$ cat config.mk
export PLATFORM = sky130hd
export DESIGN_NAME = mem_arbiter
export DESIGN_NICKNAME = d
export VERILOG_FILES = /design/src/rtl/mem_arbiter_pkg.sv /design/src/rtl/mem_arb_out_cnt.sv /design/src/rtl/mem_arbiter.sv
export SDC_FILE = /design/constraint.sdc
export NUM_CORES = 1
export LEC_CHECK = 0
export BUFFER_PORTS_ARGS = -buffer_cell sky130_fd_sc_hd__buf_4
export CORE_UTILIZATION = 36
export DETAILED_ROUTE_END_ITERATION = 10
export GPL_TIMING_DRIVEN = 0
export HOLD_SLACK_MARGIN = 0.03
export PLACE_DENSITY = 0.78
export RECOVER_POWER = 50
export SLEW_MARGIN = 30
export SYNTH_ARGS = -nofsm -noshare
export SYNTH_HDL_FRONTEND = slang
export SYNTH_SLANG_ARGS = --single-unit
$ cat constraint.sdc
create_clock -name clk -period 2.8 [get_ports clk]
set_input_delay 0.56 -clock clk [delete_from_list [all_inputs] [get_ports clk]]
set_output_delay 0.56 -clock clk [all_outputs]
set_load 0.01 [all_outputs]
$ cat src/rtl/mem_arbiter_pkg.sv
// Shared types and defaults for the unified-memory arbiter.
//   arb_state_t : arbiter FSM states
//   owner_t     : which cache issued the outstanding reads
package mem_arbiter_pkg;

    localparam int MEM_LATENCY_DEF = 4;

    typedef enum logic [1:0] {
        IDLE  = 2'd0,
        GNT_I = 2'd1,
        GNT_D = 2'd2,
        DRAIN = 2'd3
    } arb_state_t;

    typedef enum logic {
        OWN_I = 1'b0,
        OWN_D = 1'b1
    } owner_t;

endpackage

$ cat src/rtl/mem_arb_out_cnt.sv
// Outstanding-read counter for the memory arbiter.
//   clk, rst_n : clock, synchronous active-low reset
//   inc        : one read issued this cycle
//   dec        : one read returned this cycle
//   cnt        : reads currently in flight
//   zero_next  : counter will be zero after this edge
//   full       : cnt has reached MAX_CNT
module mem_arb_out_cnt #(
    parameter int MAX_CNT = 4,
    parameter int CNT_W   = 3
) (
    input  logic             clk,
    input  logic             rst_n,
    input  logic             inc,
    input  logic             dec,
    output logic [CNT_W-1:0] cnt,
    output logic             zero_next,
    output logic             full
);

    logic [CNT_W-1:0] cnt_n;

    assign full = (cnt == CNT_W'(MAX_CNT));

    always_comb begin
        cnt_n = cnt;
        if (inc && !dec) begin
            if (!full) cnt_n = cnt + CNT_W'(1);
        end else if (dec && !inc) begin
            if (cnt != '0) cnt_n = cnt - CNT_W'(1);
        end
        zero_next = (cnt_n == '0);
    end

    always_ff @(posedge clk) begin
        if (!rst_n) cnt <= '0;
        else        cnt <= cnt_n;
    end

endmodule

$ cat src/rtl/mem_arbiter.sv
// Arbiter sharing the fixed-latency main memory between I-cache and D-cache.
//   clk, rst_n                      : clock, synchronous active-low reset
//   i_req/i_en/i_addr               : I-cache ownership request and read issue
//   i_gnt/i_data_valid              : I-cache grant and steered read-valid
//   d_req/d_en/d_wr/d_addr/d_wdata  : D-cache ownership request and access
//   d_gnt/d_data_valid              : D-cache grant and steered read-valid
//   mem_en/mem_wr/mem_addr/mem_wdata: memory command, driven from the owner
//   mem_data_valid                  : memory read-return strobe
module mem_arbiter
    import mem_arbiter_pkg::*;
#(
    parameter int ADDR_W      = 16,
    parameter int DATA_W      = 16,
    parameter int MEM_LATENCY = MEM_LATENCY_DEF
) (
    input  logic              clk,
    input  logic              rst_n,
    input  logic              i_req,
    input  logic              i_en,
    input  logic [ADDR_W-1:0] i_addr,
    output logic              i_gnt,
    output logic              i_data_valid,
    input  logic              d_req,
    input  logic              d_en,
    input  logic              d_wr,
    input  logic [ADDR_W-1:0] d_addr,
    input  logic [DATA_W-1:0] d_wdata,
    output logic              d_gnt,
    output logic              d_data_valid,
    output logic              mem_en,
    output logic              mem_wr,
    output logic [ADDR_W-1:0] mem_addr,
    output logic [DATA_W-1:0] mem_wdata,
    input  logic              mem_data_valid
);

    localparam int CNT_W = $clog2(MEM_LATENCY + 1);

    arb_state_t        state, state_n;
    owner_t            owner, owner_n, last, last_n;
    logic [CNT_W-1:0]  out_cnt;
    logic              cnt_zero_next, cnt_full, cnt_inc, cnt_dec;
    logic              own_req, own_en, own_wr, issue_ok, steer;
    logic [ADDR_W-1:0] own_addr;
    logic [DATA_W-1:0] own_wdata;

    mem_arb_out_cnt #(
        .MAX_CNT (MEM_LATENCY),
        .CNT_W   (CNT_W)
    ) u_out_cnt (
        .clk       (clk),
        .rst_n     (rst_n),
        .inc       (cnt_inc),
        .dec       (cnt_dec),
        .cnt       (out_cnt),
        .zero_next (cnt_zero_next),
        .full      (cnt_full)
    );

    always_ff @(posedge clk) begin
        if (!rst_n) begin
            state <= IDLE;
            owner <= OWN_I;
            last  <= OWN_I;
        end else begin
            state <= state_n;
            owner <= owner_n;
            last  <= last_n;
        end
    end

    // D wins a fresh contention; I wins if D had the previous grant.
    always_comb begin
        state_n = state;
        owner_n = owner;
        last_n  = last;
        unique case (state)
            IDLE: begin
                if (d_req && !(i_req && last == OWN_D)) begin
                    state_n = GNT_D;
                    owner_n = OWN_D;
                    last_n  = OWN_D;
                end else if (i_req) begin
                    state_n = GNT_I;
                    owner_n = OWN_I;
                    last_n  = OWN_I;
                end
            end
            GNT_I: if (!i_req) state_n = cnt_zero_next ? IDLE : DRAIN;
            GNT_D: if (!d_req) state_n = cnt_zero_next ? IDLE : DRAIN;
            DRAIN: if (cnt_zero_next) state_n = IDLE;
            default: state_n = IDLE;
        endcase
    end

    always_comb begin
        own_req   = 1'b0;
        own_en    = 1'b0;
        own_wr    = 1'b0;
        own_addr  = '0;
        own_wdata = '0;
        unique case (state)
            GNT_I: begin
                own_req  = i_req;
                own_en   = i_en;
                own_addr = i_addr;
            end
            GNT_D: begin
                own_req   = d_req;
                own_en    = d_en;
                own_wr    = d_wr;
                own_addr  = d_addr;
                own_wdata = d_wdata;
            end
            default: ;
        endcase

        // A read at the limit still issues if a return frees a slot this cycle.
        issue_ok  = rst_n && own_req && own_en && (own_wr || !cnt_full || mem_data_valid);
        mem_en    = issue_ok;
        mem_wr    = issue_ok && own_wr;
        mem_addr  = issue_ok ? own_addr  : '0;
        mem_wdata = issue_ok ? own_wdata : '0;

        i_gnt = rst_n && (state == GNT_I);
        d_gnt = rst_n && (state == GNT_D);

        // Returns with nothing outstanding belong to nobody (e.g. after a reset).
        steer        = rst_n && mem_data_valid && (out_cnt != '0);
        i_data_valid = steer && (owner == OWN_I);
        d_data_valid = steer && (owner == OWN_D);

        cnt_inc = issue_ok && !own_wr;
        cnt_dec = steer;
    end

    always_ff @(posedge clk) begin
        if (rst_n) assert (!(i_gnt && d_gnt));
    end

endmodule

======== Word level (Yosys, flattened, before mapping) ========
Index checks and enable logic that the tools add are counted.
Widths: inputs -> output; s select.
storage, ports and cells
  memories ................................ 0
  bits in latches ......................... 0
  output and inout bits ................... 38
  word-level logic and storage cells ...... 62
  ROM bits ................................ 0
  RAM bits ................................ 0
  register bits after elaboration ......... 6
operators by class
  bitwise logic cells ..................... 1
  order comparisons ....................... 0
  mux-type cells .......................... 20
  $add $sub $neg .......................... 2
  shift operators ......................... 0
  reductions and logical operators ........ 28
  divide/modulo/power cells ............... 0
  multiply operators ...................... 0
  eq/ne operators ......................... 8
operators by type and width
  operator             count
  $mux 16              3
  $pmux 16 s2          1
  $logic_and 1x1->1    15
  $mux 2               6
  $mux 3               4
  $pmux 2 s4           1
  $ne 2x2->1 const B   3
  $logic_not 1->1      5
  $eq 2x2->1 const B   2
  $pmux 1 s2           2
  $reduce_and 4->1     1
  $add 3x1->3 const B  1
  $eq 3x3->1 const B   1
  $logic_not 3->1      1
  $mux 1               3
  $ne 3x3->1 const B   1
  $reduce_bool 3->1    1
  $sub 3x1->3 const B  1
  $eq 2x1->1 const B   1
  $logic_not 2->1      1
  $logic_or 1x1->1     2
  $reduce_and 2->1     1
  $reduce_bool 2->1    1
  $not 1->1            1

======== Depth between registers and ports, before layout ========
  depth after elaboration ................. 14
  gate-level depth with buffers ........... 9

======== Hierarchy ========
Synthesis repeated with hierarchy kept, for this count alone.
second synthesis, totals
  cell total of the unflattened synthesis .. 154
  area total of the unflattened synthesis .. 1223.7 sq um
by module, submodules not included
  module           cells an instance  area an instance (sq um)  times used  sequential area each (sq um)
  mem_arbiter      121                945.9                     1           60.1
  mem_arb_out_cnt  33                 277.8                     1           60.1

======== Worst setup path before layout ========
Ideal clock, no wire load.
  path type ............................... reg2out
  start ................................... register u_out_cnt.cnt[0]
  end ..................................... output mem_wdata[10]
  path buffers ............................ 1
  setup slack ............................. 558 ps
  cell stages (with the launch flop) ...... 9
  arrival ................................. 1682 ps
  required time ........................... 2240 ps
  cells stage by stage .................... dfxtp_1 > inv_1 > ha_1 > and3b_1 > nand2_1 > nand4_2 > nor2_2 > buf_4 > and2_1
between the ends
  longest elaborated chain between the ends .. 6
ends and longest elaborated chain
  what                            RTL line               RTL
  start, declared                 mem_arb_out_cnt.sv:16  output logic [CNT_W-1:0] cnt,
  start signal, assigned          mem_arb_out_cnt.sv:37  else cnt <= cnt_n;
  $eq 3x3->1                      mem_arb_out_cnt.sv:23  assign full = (cnt == CNT_W'(MAX_CNT));
  $logic_not 1->1                 --
  $logic_or 1x1->1 (2 in series)  mem_arbiter.sv:119     issue_ok = rst_n && own_req && own_en && (own_wr || !cnt_full || mem_data_valid);
  $logic_and 1x1->1               mem_arbiter.sv:119
  $mux 16                         mem_arbiter.sv:123     mem_wdata = issue_ok ? own_wdata : '0;
  end, declared                   mem_arbiter.sv:33      output logic [DATA_W-1:0] mem_wdata,
No other way between the ends.

======== Worst setup path in the final report ========
  start ................................... register state[1]
  end ..................................... output mem_wdata[9]
between the ends
  longest elaborated chain between the ends .. 6
  elaborated cells between the ends (all ways) .. 12
ends and longest elaborated chain
  what                                                                        RTL line            RTL
  start, declared                                                             mem_arbiter.sv:39   arb_state_t state, state_n;
  start signal, assigned                                                      mem_arbiter.sv:66   state <= state_n;
  $eq 2x2->1 / $eq 2x1->1 (equally long branches)                             mem_arbiter.sv:102  unique case (state)
  $pmux 1 s2 / $mux 1 (equally long branches)                                 mem_arbiter.sv:102
  $logic_and 1x1->1 / $logic_or 1x1->1 (equally long branches) (2 in series)  mem_arbiter.sv:119
  $logic_and 1x1->1                                                           mem_arbiter.sv:119
  $mux 16 *                                                                   mem_arbiter.sv:123
Mark *: on every way between the ends. The rest lies on a longest branch, timed or not.

==> impl_metrics.ini <==
[logic_synthesis]
syn_area_um2 = 970
yosysSeqAreaShare = 0.124
synthArstFlopShare = 0
ys_warn_count = 0
avgSynthCellArea_um2 = 7.03
synth_top_family_by_area = simple AND/OR/NAND/NOR gates
synth-seq-cells = 6
synth_mux_area_frac = 0.0206
netlist_top_cells_count = nor2_1 (26), and2_1 (18), a22oi_1 (16)
synth_largest_area_cell = dfxtp_1
synth_nets = 202
synthAdderAreaFrac = 0.103
synth_simple_gate_area_frac = 0.368
synth_flop_cell = dfxtp_1
synth_xor_area_frac = 0.0181
synth_cell_types = 37
synth.most_common_cell = nor2_1
netlist_instances = 138
synth_compound_area_frac = 0.284
yosys.area.top_type_share = 0.124
synth-edff-count = 0
synth_area_leaders = dfxtp_1 (12%), a22oi_1 (12%), and2_1 (12%)

[grt]
overflow = 0
grt_pass1_wl_um = 5050
grt_pass1_vias = 1201
grt_usage = 0.241
antenna_found_initial = 0
grt_max_degree = 11

[sta]
fin_crit_ps = 2640
finalHoldViolations = 0
slew_headroom = 0.626
rsz0062_at_grt = no
worst_pin_slew_ps = 554
fin_skew_ps = 4.16
fin_crit_sh = 0.944
final.setup.tns_ps = 0
slew_viol_final = 0
fmax_ghz = 0.378
setup_viol = 0

[finish]
utilization = 0.682
final_area_mm2 = 0.00172
fill_cells = 240
nets = 302
syn_to_final_growth_pct = 77.3
antenna_cells = 0
fin_cells = 266
drive_gt1_frac = 0.428

[critical_path]
rrSetupSlack_ps = 610
cp_max_fo = 10
r2r_cells = 9
r2r_start = state[1]
path_class = reg -> out
critPathArrivalTime_ps = 2080
critical_path.slowest_cell = dfxtp_1
critical_path_buf_inv_count = 4
crit_top_cell = buf_4
cp_top_family = simple AND/OR/NAND/NOR gates
end_kind = output port
cp.required_ps = 2240
path_cells = inv_2 > ha_1 > buf_4 > nand3_1 > o211ai_4 > nand4_4 > nor2_4 > buf_4 > and2_1 > buf_4
start_kind = register
cpPeakStageDelay_ps = 350
r2r-end = state[0]

[floorplanning]
rows = 18
core_area_mm2 = 0.00252
ios = 94
initial_utilization = 0.384
die_h_um = 53.9
dieWidth_um = 53.9
fp.dieArea_mm2 = 0.00291

[clocking]
clkSinkCount = 6
numCtsBuffers = 3
htreeDepth = 1
cts_buffer_depth = 2
cts_tree = done
root_buffer = clkbuf_4
clk_latency_ps = 250
clk_pin_slew_ps = 50

[placed_design]
dpl-instance-area_mm2 = 0.00171
place_inst = 261
gp_congestion = 0.806
dp_hpwl_um = 3020
port_buffers = 93

[drt]
num_vias = 1345
wirelength_um = 3580
wire_per_inst_um = 13.4
antenna_left = 0
first_pass_iters = 4
drtIter0Drc = 43
via_per_inst = 5.06
drc = 0

[worst_hold_path]
hp-start = i_req
hold_end = last
hp-class = in -> reg
hold_depth = 2

[power_and_ir_drop]
ir_worst_vdd_mv = 0.539
leakage_uw = 0.000842
power_density_mw_per_mm2 = 491

[run_status]
outcome = completed

[flow_run]
max-cap-violations = 0
==> metrics by stage <==
step,worst slack [ps],power (uW),hold slack [ps]
2_1_floorplan,558,573,494
3_3_place_gp,243,733,537
3_5_place_dp,138,755,542
4_1_cts,9.15,852,544
5_1_grt,15.5,929,557
6_report,157,844,555
==> worst max-delay path by stage <==
stage	start	to	slack, ps	cells after the start
floorplan	u_out_cnt.cnt[0]	mem_wdata[10]	560	8
global placement	u_out_cnt.cnt[0]	mem_wdata[9]	240	9
detailed placement	u_out_cnt.cnt[0]	mem_wdata[9]	140	9
CTS	u_out_cnt.cnt[0]	mem_wdata[9]	9	9
global route	state[1]	mem_wdata[10]	20	10
finish	state[1]	mem_wdata[9]	160	10
==> registers in the layout, indices dropped and copies added (netlist names) <==
register	flops
u_out_cnt.cnt	3
state	2
last	1
==> metal layers <==
metal | vias to the layer above | GRT usage | routed length, um
li1 | 682 | - | -
met1 | 609 | 0.285 | 1410
met2 | 52 | 0.428 | 1970
met3 | 2 | 0.0537 | 183
met4 | 0 | 0.0658 | 10
met5 | - | 0 | 0
==> cells in the final DEF, fill, tap and decap left out, types with 2 or more instances in the layout <==
cell type and count:
buf_4 89, nor2_1 26, and2_1 16, a22oi_1 16, clkbuf_1 11, inv_1 10
nand2_1 9, ha_1 8, dfxtp_1 5, a21oi_1 3, nand3_1 3, a311oi_1 3
clkbuf_4 3, nand4_1 2, and2_0 2, mux2i_1 2, xnor2_1 2, o21ai_1 2
o221a_1 2
==> area by class of cell <==
class | instances | area, um2 | area share
Clock buffer | 3 | 22.5 | 0.0131
Buffer | 7 | 40.0 | 0.0233
Multi-Input combinational cell | 114 | 777 | 0.452
Inverter | 11 | 41.3 | 0.0240
Tap cell | 30 | 37.5 | 0.0218
Timing Repair Buffer | 95 | 679 | 0.395
Sequential cell | 6 | 121 | 0.0706
==> kinds of logic after synthesis <==
kind of cell	Yosys count
fa+ha+maj	8
simple gates	67
buf+inv	18
compound gates	35
mux	2
xor+xnor	2
flops	6
==> timing repair <==
| action | CTS | global route |
|---|---|---|
| cloned | 0 | 0 |
| hold buffers | 0 | 0 |
| setup endpoints to repair | 10 | 20 |
| buffers inserted | 0 | 2 |
| pin swaps | 0 | 2 |
| resized for setup | 2 | 6 |
==> where the power goes <==
| group | switching, uW | internal [uW] |
|---|---|---|
| Combinational | 329 | 285 |
| Sequential | 37.7 | 113 |
| Clock | 30.9 | 48.5 |
Power figures use the tool's default switching activity.
